--- config.mk ---
export PLATFORM = sky130hd
export DESIGN_NAME = alu_cmd_sequencer_flat
export DESIGN_NICKNAME = d
export VERILOG_FILES = /design/src/rtl/alu_cmd_sequencer_if.sv /design/src/rtl/alu_cmd_sequencer.sv /design/src/flat_wrapper.sv
export SDC_FILE = /design/constraint.sdc
export NUM_CORES = 1
export LEC_CHECK = 0
export BUFFER_PORTS_ARGS = -buffer_cell sky130_fd_sc_hd__buf_2
export CORE_UTILIZATION = 45
export DETAILED_ROUTE_END_ITERATION = 16
export GPL_TIMING_DRIVEN = 0
export MAX_ROUTING_LAYER = met4
export PLACE_DENSITY = 0.75
export SYNTH_ARGS = -nofsm -noshare
export SYNTH_HDL_FRONTEND = slang
export SYNTH_SLANG_ARGS = --single-unit
export TNS_END_PERCENT = 10
--- constraint.sdc ---
create_clock -name CLK -period 4.77 [get_ports CLK]
set_input_delay 0.954 -clock CLK [delete_from_list [all_inputs] [get_ports CLK]]
set_output_delay 0.954 -clock CLK [all_outputs]
set_load 0.02 [all_outputs]
--- src/rtl/alu_cmd_sequencer_if.sv ---
// Bundle of command, ALU-side and result signals for alu_cmd_sequencer.
// slave: the sequencer's view; master: the environment's view (source of
// commands, ALU model, result consumer).
interface alu_cmd_sequencer_if #(
  parameter int unsigned WIDTH = 4
);
  // Command side
  logic             CMD_VALID;
  logic             CMD_READY;
  logic [WIDTH-1:0] CMD_A;
  logic [WIDTH-1:0] CMD_B;
  logic [3:0]       CMD_FUN;

  // ALU side
  logic [WIDTH-1:0] ALU_A;
  logic [WIDTH-1:0] ALU_B;
  logic [3:0]       ALU_FUN;
  logic [WIDTH-1:0] ALU_ARITH_OUT;
  logic [WIDTH-1:0] ALU_LOGIC_OUT;
  logic [WIDTH-1:0] ALU_CMP_OUT;
  logic [WIDTH-1:0] ALU_SHIFT_OUT;
  logic             ALU_CARRY;
  logic [3:0]       ALU_FLAGS;

  // Result side
  logic             RES_VALID;
  logic             RES_READY;
  logic [WIDTH-1:0] RES_DATA;
  logic             RES_CARRY;
  logic [1:0]       RES_UNIT;
  logic             RES_ERR;
  logic             ERR_STICKY;
  logic             BUSY;

  modport slave (
    input  CMD_VALID, CMD_A, CMD_B, CMD_FUN,
    input  ALU_ARITH_OUT, ALU_LOGIC_OUT, ALU_CMP_OUT, ALU_SHIFT_OUT,
    input  ALU_CARRY, ALU_FLAGS,
    input  RES_READY,
    output CMD_READY,
    output ALU_A, ALU_B, ALU_FUN,
    output RES_VALID, RES_DATA, RES_CARRY, RES_UNIT, RES_ERR,
    output ERR_STICKY, BUSY
  );

  modport master (
    output CMD_VALID, CMD_A, CMD_B, CMD_FUN,
    output ALU_ARITH_OUT, ALU_LOGIC_OUT, ALU_CMP_OUT, ALU_SHIFT_OUT,
    output ALU_CARRY, ALU_FLAGS,
    output RES_READY,
    input  CMD_READY,
    input  ALU_A, ALU_B, ALU_FUN,
    input  RES_VALID, RES_DATA, RES_CARRY, RES_UNIT, RES_ERR,
    input  ERR_STICKY, BUSY
  );
endinterface

--- src/rtl/alu_cmd_sequencer.sv ---
// Command sequencer for a registered multi-unit ALU: queues {A,B,FUN}
// commands in a small FIFO, issues them one at a time to the ALU, captures
// the selected unit's result, checks the unit-active flags and presents the
// result with a valid/ready handshake.
module alu_cmd_sequencer #(
  parameter int unsigned WIDTH = 4,
  parameter int unsigned DEPTH = 4
) (
  input logic               CLK,
  input logic               RST,
  alu_cmd_sequencer_if.slave bus
);

  localparam int unsigned AW = (DEPTH > 1) ? $clog2(DEPTH) : 1;
  localparam int unsigned CW = $clog2(DEPTH + 1);
  localparam logic [CW-1:0] DEPTH_C = CW'(DEPTH);
  localparam logic [AW-1:0] LAST_C  = AW'(DEPTH - 1);

  typedef enum logic [1:0] {
    IDLE    = 2'd0,
    ISSUE   = 2'd1,
    CAPTURE = 2'd2,
    HOLD    = 2'd3
  } state_t;

  // FIFO storage and control
  logic [WIDTH-1:0] a_mem   [DEPTH];
  logic [WIDTH-1:0] b_mem   [DEPTH];
  logic [3:0]       fun_mem [DEPTH];
  logic [AW-1:0]    wr_ptr_q, wr_ptr_d;
  logic [AW-1:0]    rd_ptr_q, rd_ptr_d;
  logic [CW-1:0]    count_q, count_d;
  logic             cmd_ready;
  logic             push;
  logic             pop;

  // FSM and registered outputs
  state_t           state_q, state_d;
  logic [WIDTH-1:0] alu_a_q, alu_a_d;
  logic [WIDTH-1:0] alu_b_q, alu_b_d;
  logic [3:0]       alu_fun_q, alu_fun_d;
  logic             res_valid_q, res_valid_d;
  logic [WIDTH-1:0] res_data_q, res_data_d;
  logic             res_carry_q, res_carry_d;
  logic [1:0]       res_unit_q, res_unit_d;
  logic             res_err_q, res_err_d;
  logic             sticky_q, sticky_d;

  // Full FIFO refuses a push even when the head is popped in the same cycle
  assign cmd_ready = !RST && (count_q < DEPTH_C);
  assign push      = bus.CMD_VALID && cmd_ready;

  // FIFO pointer/count next-state
  always_comb begin
    wr_ptr_d = wr_ptr_q;
    rd_ptr_d = rd_ptr_q;
    count_d  = count_q;
    if (push) wr_ptr_d = (wr_ptr_q == LAST_C) ? '0 : wr_ptr_q + AW'(1);
    if (pop)  rd_ptr_d = (rd_ptr_q == LAST_C) ? '0 : rd_ptr_q + AW'(1);
    case ({push, pop})
      2'b10:   count_d = count_q + CW'(1);
      2'b01:   count_d = count_q - CW'(1);
      default: count_d = count_q;
    endcase
  end

  // FIFO storage write (data needs no reset; pointers/count guard validity)
  always_ff @(posedge CLK) begin
    if (push) begin
      a_mem[wr_ptr_q]   <= bus.CMD_A;
      b_mem[wr_ptr_q]   <= bus.CMD_B;
      fun_mem[wr_ptr_q] <= bus.CMD_FUN;
    end
  end

  // FSM next-state, pop decision, ALU operand load and result capture
  always_comb begin
    state_d     = state_q;
    pop         = 1'b0;
    alu_a_d     = alu_a_q;
    alu_b_d     = alu_b_q;
    alu_fun_d   = alu_fun_q;
    res_valid_d = res_valid_q;
    res_data_d  = res_data_q;
    res_carry_d = res_carry_q;
    res_unit_d  = res_unit_q;
    res_err_d   = res_err_q;
    sticky_d    = sticky_q;

    case (state_q)
      IDLE: begin
        if (count_q != '0) begin
          pop     = 1'b1;
          state_d = ISSUE;
        end
      end
      ISSUE: begin
        state_d = CAPTURE;
      end
      CAPTURE: begin
        // Unit is taken from the issued function code, which stays put
        // until the next pop.
        res_unit_d = alu_fun_q[3:2];
        case (alu_fun_q[3:2])
          2'b00:   res_data_d = bus.ALU_ARITH_OUT;
          2'b01:   res_data_d = bus.ALU_LOGIC_OUT;
          2'b10:   res_data_d = bus.ALU_CMP_OUT;
          default: res_data_d = bus.ALU_SHIFT_OUT;
        endcase
        res_carry_d = (alu_fun_q[3:2] == 2'b00) ? bus.ALU_CARRY : 1'b0;
        res_err_d   = (bus.ALU_FLAGS != (4'b1000 >> alu_fun_q[3:2]));
        sticky_d    = sticky_q | res_err_d;
        res_valid_d = 1'b1;
        state_d     = HOLD;
      end
      HOLD: begin
        if (res_valid_q && bus.RES_READY) begin
          res_valid_d = 1'b0;
          if (count_q != '0) begin
            pop     = 1'b1;
            state_d = ISSUE;
          end else begin
            state_d = IDLE;
          end
        end
      end
      default: state_d = IDLE;
    endcase

    if (pop) begin
      alu_a_d   = a_mem[rd_ptr_q];
      alu_b_d   = b_mem[rd_ptr_q];
      alu_fun_d = fun_mem[rd_ptr_q];
    end
  end

  // State, FIFO control and output registers with asynchronous reset
  always_ff @(posedge CLK or posedge RST) begin
    if (RST) begin
      state_q     <= IDLE;
      wr_ptr_q    <= '0;
      rd_ptr_q    <= '0;
      count_q     <= '0;
      alu_a_q     <= '0;
      alu_b_q     <= '0;
      alu_fun_q   <= '0;
      res_valid_q <= 1'b0;
      res_data_q  <= '0;
      res_carry_q <= 1'b0;
      res_unit_q  <= '0;
      res_err_q   <= 1'b0;
      sticky_q    <= 1'b0;
    end else begin
      state_q     <= state_d;
      wr_ptr_q    <= wr_ptr_d;
      rd_ptr_q    <= rd_ptr_d;
      count_q     <= count_d;
      alu_a_q     <= alu_a_d;
      alu_b_q     <= alu_b_d;
      alu_fun_q   <= alu_fun_d;
      res_valid_q <= res_valid_d;
      res_data_q  <= res_data_d;
      res_carry_q <= res_carry_d;
      res_unit_q  <= res_unit_d;
      res_err_q   <= res_err_d;
      sticky_q    <= sticky_d;
    end
  end

  assign bus.CMD_READY  = cmd_ready;
  assign bus.ALU_A      = alu_a_q;
  assign bus.ALU_B      = alu_b_q;
  assign bus.ALU_FUN    = alu_fun_q;
  assign bus.RES_VALID  = res_valid_q;
  assign bus.RES_DATA   = res_data_q;
  assign bus.RES_CARRY  = res_carry_q;
  assign bus.RES_UNIT   = res_unit_q;
  assign bus.RES_ERR    = res_err_q;
  assign bus.ERR_STICKY = sticky_q;
  assign bus.BUSY       = (count_q != '0) || (state_q != IDLE);

endmodule
--- src/flat_wrapper.sv ---
// flat-port wrapper written by rule: the top's interface ports become plain ports
module alu_cmd_sequencer_flat 
#(
  parameter int unsigned WIDTH = 4,
  parameter int unsigned DEPTH = 4
)
  (CLK, RST, bus_CMD_VALID, bus_CMD_A, bus_CMD_B, bus_CMD_FUN, bus_ALU_ARITH_OUT, bus_ALU_LOGIC_OUT, bus_ALU_CMP_OUT, bus_ALU_SHIFT_OUT, bus_ALU_CARRY, bus_ALU_FLAGS, bus_RES_READY, bus_CMD_READY, bus_ALU_A, bus_ALU_B, bus_ALU_FUN, bus_RES_VALID, bus_RES_DATA, bus_RES_CARRY, bus_RES_UNIT, bus_RES_ERR, bus_ERR_STICKY, bus_BUSY);
  alu_cmd_sequencer_if #(.WIDTH(WIDTH)) bus_i ();
  input logic CLK;
  input logic RST;
  input wire logic [$bits(bus_i.CMD_VALID)-1:0] bus_CMD_VALID;
  input wire logic [$bits(bus_i.CMD_A)-1:0] bus_CMD_A;
  input wire logic [$bits(bus_i.CMD_B)-1:0] bus_CMD_B;
  input wire logic [$bits(bus_i.CMD_FUN)-1:0] bus_CMD_FUN;
  input wire logic [$bits(bus_i.ALU_ARITH_OUT)-1:0] bus_ALU_ARITH_OUT;
  input wire logic [$bits(bus_i.ALU_LOGIC_OUT)-1:0] bus_ALU_LOGIC_OUT;
  input wire logic [$bits(bus_i.ALU_CMP_OUT)-1:0] bus_ALU_CMP_OUT;
  input wire logic [$bits(bus_i.ALU_SHIFT_OUT)-1:0] bus_ALU_SHIFT_OUT;
  input wire logic [$bits(bus_i.ALU_CARRY)-1:0] bus_ALU_CARRY;
  input wire logic [$bits(bus_i.ALU_FLAGS)-1:0] bus_ALU_FLAGS;
  input wire logic [$bits(bus_i.RES_READY)-1:0] bus_RES_READY;
  output wire logic [$bits(bus_i.CMD_READY)-1:0] bus_CMD_READY;
  output wire logic [$bits(bus_i.ALU_A)-1:0] bus_ALU_A;
  output wire logic [$bits(bus_i.ALU_B)-1:0] bus_ALU_B;
  output wire logic [$bits(bus_i.ALU_FUN)-1:0] bus_ALU_FUN;
  output wire logic [$bits(bus_i.RES_VALID)-1:0] bus_RES_VALID;
  output wire logic [$bits(bus_i.RES_DATA)-1:0] bus_RES_DATA;
  output wire logic [$bits(bus_i.RES_CARRY)-1:0] bus_RES_CARRY;
  output wire logic [$bits(bus_i.RES_UNIT)-1:0] bus_RES_UNIT;
  output wire logic [$bits(bus_i.RES_ERR)-1:0] bus_RES_ERR;
  output wire logic [$bits(bus_i.ERR_STICKY)-1:0] bus_ERR_STICKY;
  output wire logic [$bits(bus_i.BUSY)-1:0] bus_BUSY;
  assign bus_i.CMD_VALID = bus_CMD_VALID;
  assign bus_i.CMD_A = bus_CMD_A;
  assign bus_i.CMD_B = bus_CMD_B;
  assign bus_i.CMD_FUN = bus_CMD_FUN;
  assign bus_i.ALU_ARITH_OUT = bus_ALU_ARITH_OUT;
  assign bus_i.ALU_LOGIC_OUT = bus_ALU_LOGIC_OUT;
  assign bus_i.ALU_CMP_OUT = bus_ALU_CMP_OUT;
  assign bus_i.ALU_SHIFT_OUT = bus_ALU_SHIFT_OUT;
  assign bus_i.ALU_CARRY = bus_ALU_CARRY;
  assign bus_i.ALU_FLAGS = bus_ALU_FLAGS;
  assign bus_i.RES_READY = bus_RES_READY;
  assign bus_CMD_READY = bus_i.CMD_READY;
  assign bus_ALU_A = bus_i.ALU_A;
  assign bus_ALU_B = bus_i.ALU_B;
  assign bus_ALU_FUN = bus_i.ALU_FUN;
  assign bus_RES_VALID = bus_i.RES_VALID;
  assign bus_RES_DATA = bus_i.RES_DATA;
  assign bus_RES_CARRY = bus_i.RES_CARRY;
  assign bus_RES_UNIT = bus_i.RES_UNIT;
  assign bus_RES_ERR = bus_i.RES_ERR;
  assign bus_ERR_STICKY = bus_i.ERR_STICKY;
  assign bus_BUSY = bus_i.BUSY;
  alu_cmd_sequencer #(.WIDTH(WIDTH), .DEPTH(DEPTH)) u_core (.CLK(CLK), .RST(RST), .bus(bus_i));
endmodule
==> Word-level counts from Yosys, hierarchy flattened <==
Memories as Yosys holds them, arrays and structs flattened. A register that Yosys moved wholly into a read port is not among the register bits.
Cells that the tools add are included.
{ "word_totals": {"ram_bits": 48, "out_inout_bits": 24, "rom_bits": 0, "regBits": 19, "latchBits": 0, "n_memories": 3, "in_bits": 37, "wordCells": 61} }
{ "classes": {"div_mod_pow": 0, "n_eq_ne": 12, "mul": 0, "n_addsub": 4, "bitwise_logic": 1, "magnitude_cmp": 1, "shift": 1, "n_reduce_logical": 13, "muxes": 16} }
{ "mem_list": {"columns": ["memory", "words", "width", "rd", "rd_clocked_by_memory_dff", "write_ports", "line_no", "source"], "rows": [
  ["u_core.a_mem", 4, 4, 1, 1, 1, "alu_cmd_sequencer.sv:27", "logic [WIDTH-1:0] a_mem [DEPTH];"],
  ["u_core.b_mem", 4, 4, 1, 1, 1, "alu_cmd_sequencer.sv:28", "logic [WIDTH-1:0] b_mem [DEPTH];"],
  ["u_core.fun_mem", 4, 4, 1, 1, 1, "alu_cmd_sequencer.sv:29", "logic [3:0] fun_mem [DEPTH];"]
]} }
{ "ops": {"columns": ["cell", "n"], "rows": [
  ["$eq A2 B2 Y1 const B", 6],
  ["$pmux W4 S3", 1],
  ["$mux W2", 4],
  ["$pmux W2 S4", 1],
  ["$mux W1", 7],
  ["$eq A2 B1 Y1 const B", 3],
  ["$pmux W3 S2", 1],
  ["$reduce_bool A2 Y1", 3],
  ["$add A2 B1 Y2 const B", 2],
  ["$logic_not A2 Y1", 2],
  ["$ne A2 B1 Y1 const B", 2],
  ["$ne A4 B4 Y1", 1],
  ["$pmux W1 S2", 2],
  ["$reduce_and A2 Y1", 2],
  ["$shr A4 B2 Y4 const A", 1],
  ["$add A3 B1 Y3 const B", 1],
  ["$logic_and A1 B1 Y1", 3],
  ["$lt A3 B3 Y1 const B", 1],
  ["$reduce_bool A3 Y1", 1],
  ["$sub A3 B1 Y3 const B", 1],
  ["$logic_not A1 Y1", 1],
  ["$logic_or A1 B1 Y1", 1],
  ["$or A1 B1 Y1", 1]
]} }

==> Depth between registers and ports, before layout <==
{ "depth": {"word_depth": 6, "ltp_mapped": 11, "ltp_nobuf": 10} }

==> Worst setup path before layout <==
Ideal clock, no wire load.
{ "synth_timing": {"path_kind": "input to register", "startpoint": "input port bus_RES_READY", "endpoint": "register u_core.count_q[2]", "t_required_ns": 4.691, "n_path_buf": 1, "path_slack_ns": 2.155, "path_stages": 9, "t_arrival_ns": 2.536, "setup_time_ns": 0.079, "cell_sequence": "a31oi_1 -> nor3_4 -> buf_6 -> ha_1 -> inv_1 -> fa_1 -> xor2_1 -> nor2_1 -> xor2_1"} }
{ "synth_via": {"elab_chain_cells": 5, "word_cells_on_any_way": 7, "classes_between": "2 x eq/ne; 3 x mux; 2 x reduce/logical"} }
{ "synth_lines": {"columns": ["item", "line_no", "source"], "rows": [
  ["from (decl)", "flat_wrapper.sv:21", "input wire logic [$bits(bus_i.RES_READY)-1:0] bus_RES_READY;"],
  ["$logic_and A1 B1 Y1 (*)", "alu_cmd_sequencer.sv:117", "if (res_valid_q && bus.RES_READY) begin"],
  ["$mux W1 (*)", "alu_cmd_sequencer.sv:117", null],
  ["$pmux W1 S2 (*)", "alu_cmd_sequencer.sv:90", "case (state_q)"],
  ["via u_core.pop", "alu_cmd_sequencer.sv:35", "logic pop;"],
  ["$eq A2 B1 Y1 / $eq A2 B2 Y1 (equally long branches)", "alu_cmd_sequencer.sv:60", "case ({push, pop})"],
  ["$pmux W3 S2 / $reduce_bool A2 Y1 (equally long branches)", null, null],
  ["to (signal assigned)", "alu_cmd_sequencer.sv:157", "count_q <= count_d;"],
  ["to (decl)", "alu_cmd_sequencer.sv:32", "logic [CW-1:0] count_q, count_d;"]
]} }
Mark *: on every way through the listed nets, which the timed path passes. The rest lies on a longest branch.
A chain may end at the register's enable or synchronous reset.

==> Worst setup path in the final report <==
{ "layout_timing": {"startpoint": "register u_core.state_q[0]", "endpoint": "register u_core.count_q[2]"} }
{ "layout_via": {"elab_chain_cells": 4, "word_cells_on_any_way": 7, "classes_between": "3 x eq/ne; 2 x mux; 2 x reduce/logical"} }
{ "layout_lines": {"columns": ["item", "line_no", "source"], "rows": [
  ["from (decl)", "alu_cmd_sequencer.sv:38", "state_t state_q, state_d;"],
  ["from (signal assigned)", "alu_cmd_sequencer.sv:154", "state_q <= state_d;"],
  ["$eq A2 B2 Y1 / $logic_not A2 Y1 (equally long branches)", "alu_cmd_sequencer.sv:90", null],
  ["$pmux W1 S2 (*)", "alu_cmd_sequencer.sv:90", null],
  ["via u_core.pop", "alu_cmd_sequencer.sv:35", null],
  ["$eq A2 B1 Y1 / $eq A2 B2 Y1 (equally long branches)", "alu_cmd_sequencer.sv:60", null],
  ["$pmux W3 S2 / $reduce_bool A2 Y1 (equally long branches)", null, null]
]} }
Marked as above.

==> flow_metrics.py <==
metrics = {
    "outcome": {
        "status": "finished, final reports clean",
    },
    "timing": {
        "tns_ns": 0,
        "clock_skew_ns": 0.00822,
        "rsz0062_at_grt": "no",
        "finalCriticalPeriod_ns": 2.55,
        "slew_headroom": 0.463,
        "fmax_mhz": 392,
        "hold_viol_final": 0,
        "final_max_slew_viol_count": 0,
        "tightest_slew_ns": 0.804,
        "fin_crit_sh": 0.535,
        "setup_viol": 0,
    },
    "logic_synthesis": {
        "yosysUniqueCellTypes": 39,
        "ys.flop_type": "edfxtp_1",
        "postSynthAreaPerCell_um2": 17.9,
        "ys_seq_elements": 79,
        "ys_seq_area_frac": 0.650,
        "ys_warn_count": 0,
        "mappedNetlistArea_um2": 3410,
        "async_flop_share": 0.392,
        "syn_inst": 191,
        "syn-num-nets": 239,
        "synth_edf_count": 48,
    },
    "cts": {
        "clk_latency_ns": 0.34,
        "cts_resized": 0,
        "clk_pin_slew_worst_paths_ns": 0.08,
        "h-tree-depth": 3,
        "ctsHoldBuffers": 0,
        "cts_setup_buffers": 0,
        "cts_max_path_buffers": 2,
        "cts_tree": "built",
        "clock-sinks": 79,
        "cts_made_buffers": 9,
        "cts_root_buf": "clkbuf_8",
    },
    "floorplanning": {
        "initial_core_util": 0.468,
        "chipHeight_um": 89.1,
        "die_w_um": 89.1,
        "die_area_um2": 7940,
        "coreArea_um2": 7290,
        "row_count": 31,
        "io_pins": 61,
    },
    "placement": {
        "gp_congestion": 0.760,
        "dpl.hpwl_um": 3820,
        "io_buffers": 60,
    },
    "routing": {
        "drtPass1Iterations": 4,
        "dr_total_vias": 1881,
        "avgViaCountPerCell": 5.13,
        "drcViolationCount": 0,
        "post_drt_wl_per_cell_um": 15.5,
        "drtAntennaViolNets": 0,
        "drt-total-wl_um": 5690,
        "drt_iter0_drc": 39,
    },
    "layout": {
        "diodes": 0,
        "mostFrequentLayoutCells": "buf_2 (60), edfxtp_1 (48), dfrtp_1 (31)",
        "mostFrequentLayoutCell": "buf_2",
        "layout.nets": 311,
        "syn2layout_area_growth_pct": 19.0,
        "drive_gt1_frac": 0.437,
        "fillers": 610,
    },
    "power_and_ir_drop": {
        "pwr_density_cell_nw_per_um2": 614,
        "ir_drop_mv": 0.249,
        "p_total_mw": 2.49,
        "p_leak_nw": 1.62,
    },
    "worst_setup_path": {
        "worst_r2r_endpoint": "u_core.count_q[2]$_DFFE_PP0P_",
        "cp-end-kind": "flop",
        "critical_path_required_ns": 5.04,
        "cp.arrival_ns": 2.83,
        "regToRegSetupSlack_ns": 2.22,
        "r2r.worst_path.cells": 11,
        "cp_max_fo": 10,
        "crit_type": "flop to flop",
        "crit_path_start_kind": "flop",
        "regToRegStartpoint": "u_core.state_q[0]$_DFFE_PP0P_",
    },
    "global_routing": {
        "grt_usage": 0.163,
        "grt_overflow": 0,
        "grt_pass1_wl_um": 9090,
        "grt_pass1_vias": 1886,
        "grt_max_degree": 32,
        "antenna_found_initial": 0,
    },
    "min_path": {
        "hold_start": "u_core.bus.RES_DATA[2]$_DFFE_PP0P_",
        "hold_end": "u_core.bus.RES_DATA[2]$_DFFE_PP0P_",
        "holdPathStages": 1,
        "hold_path_class": "flop to flop",
    },
    "job": {
        "cap_violations": 0,
    },
}
==> per-stage QoR <==
| step | instance area [µm²] | hold WS [ns] | utilization | setup WS [ns] | cells |
|---|---|---|---|---|---|
| 2_1_floorplan | 3410 | 0.505 | - | 2.16 | 191 |
| 3_3_place_gp | 3840 | 0.488 | 0.526 | 1.83 | 350 |
| 3_5_place_dp | 3840 | 0.490 | 0.526 | 1.82 | 350 |
| 4_1_cts | 4040 | 0.508 | 0.553 | 2.17 | 366 |
| 5_1_grt | 4060 | 0.541 | 0.557 | 1.98 | 367 |
| 6_report | 4060 | 0.506 | 0.557 | 2.22 | 367 |
==> kinds of logic (layout without fill, tap and decap cells) <==
family,count (synthesis),in the layout,synth area share
buffers and inverters,18,95,0.0301
adders and majority gates,11,11,0.0425
muxes,39,39,0.194
and+or+nand+nor,28,28,0.0495
xor gates and xnor gates,3,3,0.00770
AOI/OAI and AO/OA,13,13,0.0264
DFF,79,79,0.650
==> cell type report <==
| class | instances | area [µm²] | area share |
|---|---|---|---|
| sequential | 79 | 2220 | 0.546 |
| multi-input combinational | 94 | 1090 | 0.269 |
| timing repair buffer | 61 | 328 | 0.0807 |
| clock buffer | 10 | 128 | 0.0314 |
| tap | 99 | 124 | 0.0305 |
| clock inverter | 6 | 70.1 | 0.0172 |
| buffer | 7 | 61.3 | 0.0151 |
| inverter | 11 | 41.3 | 0.0102 |
==> layer usage <==
metal	routed length (µm)	up-vias	track usage
met5	0	-	-
met1	2530	926	0.198
met4	53	0	0.0722
met3	385	7	0.0388
met2	2720	64	0.263
li1	-	884	-
==> worst max-delay path by stage <==
stage | depth (start not counted) | slack, ns | endpoint | from
floorplan | 9 | 2.16 | u_core.count_q[2]$_DFFE_PP0P_ | bus_RES_READY
global placement | 10 | 1.83 | u_core.count_q[2]$_DFFE_PP0P_ | bus_RES_READY
detailed placement | 10 | 1.82 | u_core.count_q[2]$_DFFE_PP0P_ | bus_RES_READY
CTS | 11 | 2.17 | u_core.count_q[2]$_DFFE_PP0P_ | u_core.state_q[0]$_DFFE_PP0P_
global route | 11 | 1.98 | u_core.count_q[2]$_DFFE_PP0P_ | u_core.state_q[0]$_DFFE_PP0P_
finish | 11 | 2.22 | u_core.count_q[2]$_DFFE_PP0P_ | u_core.state_q[0]$_DFFE_PP0P_
==> synth_stat cells (2+ instances only) <==
library cell,count,area share
nor3_1,2,0.0029
dfrtp_1,31,0.23
mux4_1,4,0.031
a311oi_1,2,0.0051
nor2_1,8,0.0088
edfxtp_1,48,0.42
buf_6,2,0.0066
mux4_2,12,0.079
clkbuf_1,2,0.0022
inv_1,11,0.012
nor3b_1,2,0.0044
a21oi_1,2,0.0029
mux2_2,13,0.043
and2_1,4,0.0073
xor2_1,2,0.0051
ha_1,10,0.037
nand2_1,5,0.0055
o21ai_0,2,0.0029
mux2_4,8,0.035
o22ai_1,2,0.0037
==> power by group <==
| part | switching [mW] | total [mW] | internal [mW] |
|---|---|---|---|
| clock | 0.248 | 0.493 | 0.245 |
| combinational | 0.492 | 1.01 | 0.515 |
| sequential | 0.101 | 0.994 | 0.894 |
| total | 0.841 | 2.49 | 1.65 |
==> state kept, by name (all words and copies together) (netlist names), 2 cells and up <==
signal               count
u_core.bus.ALU_A         4
u_core.state_q           2
u_core.count_q           3
u_core.bus.RES_UNIT      2
u_core.bus.ALU_B         4
u_core.fun_mem          16
u_core.wr_ptr_q          2
u_core.bus.RES_DATA      4
u_core.bus.ALU_FUN       4
u_core.a_mem            16
u_core.rd_ptr_q          2
u_core.b_mem            16
==> critical path, cell delays in order (launching register included) <==
cell,delay (ns)
dfrtp_1,0.41
inv_1,0.13
ha_1,0.22
a31oi_1,0.09
nor3_4,0.37
buf_6,0.24
ha_1,0.20
inv_1,0.06
fa_1,0.37
xor2_1,0.15
nor2_1,0.10
xor2_1,0.14
(Power assumes the default switching activity.)
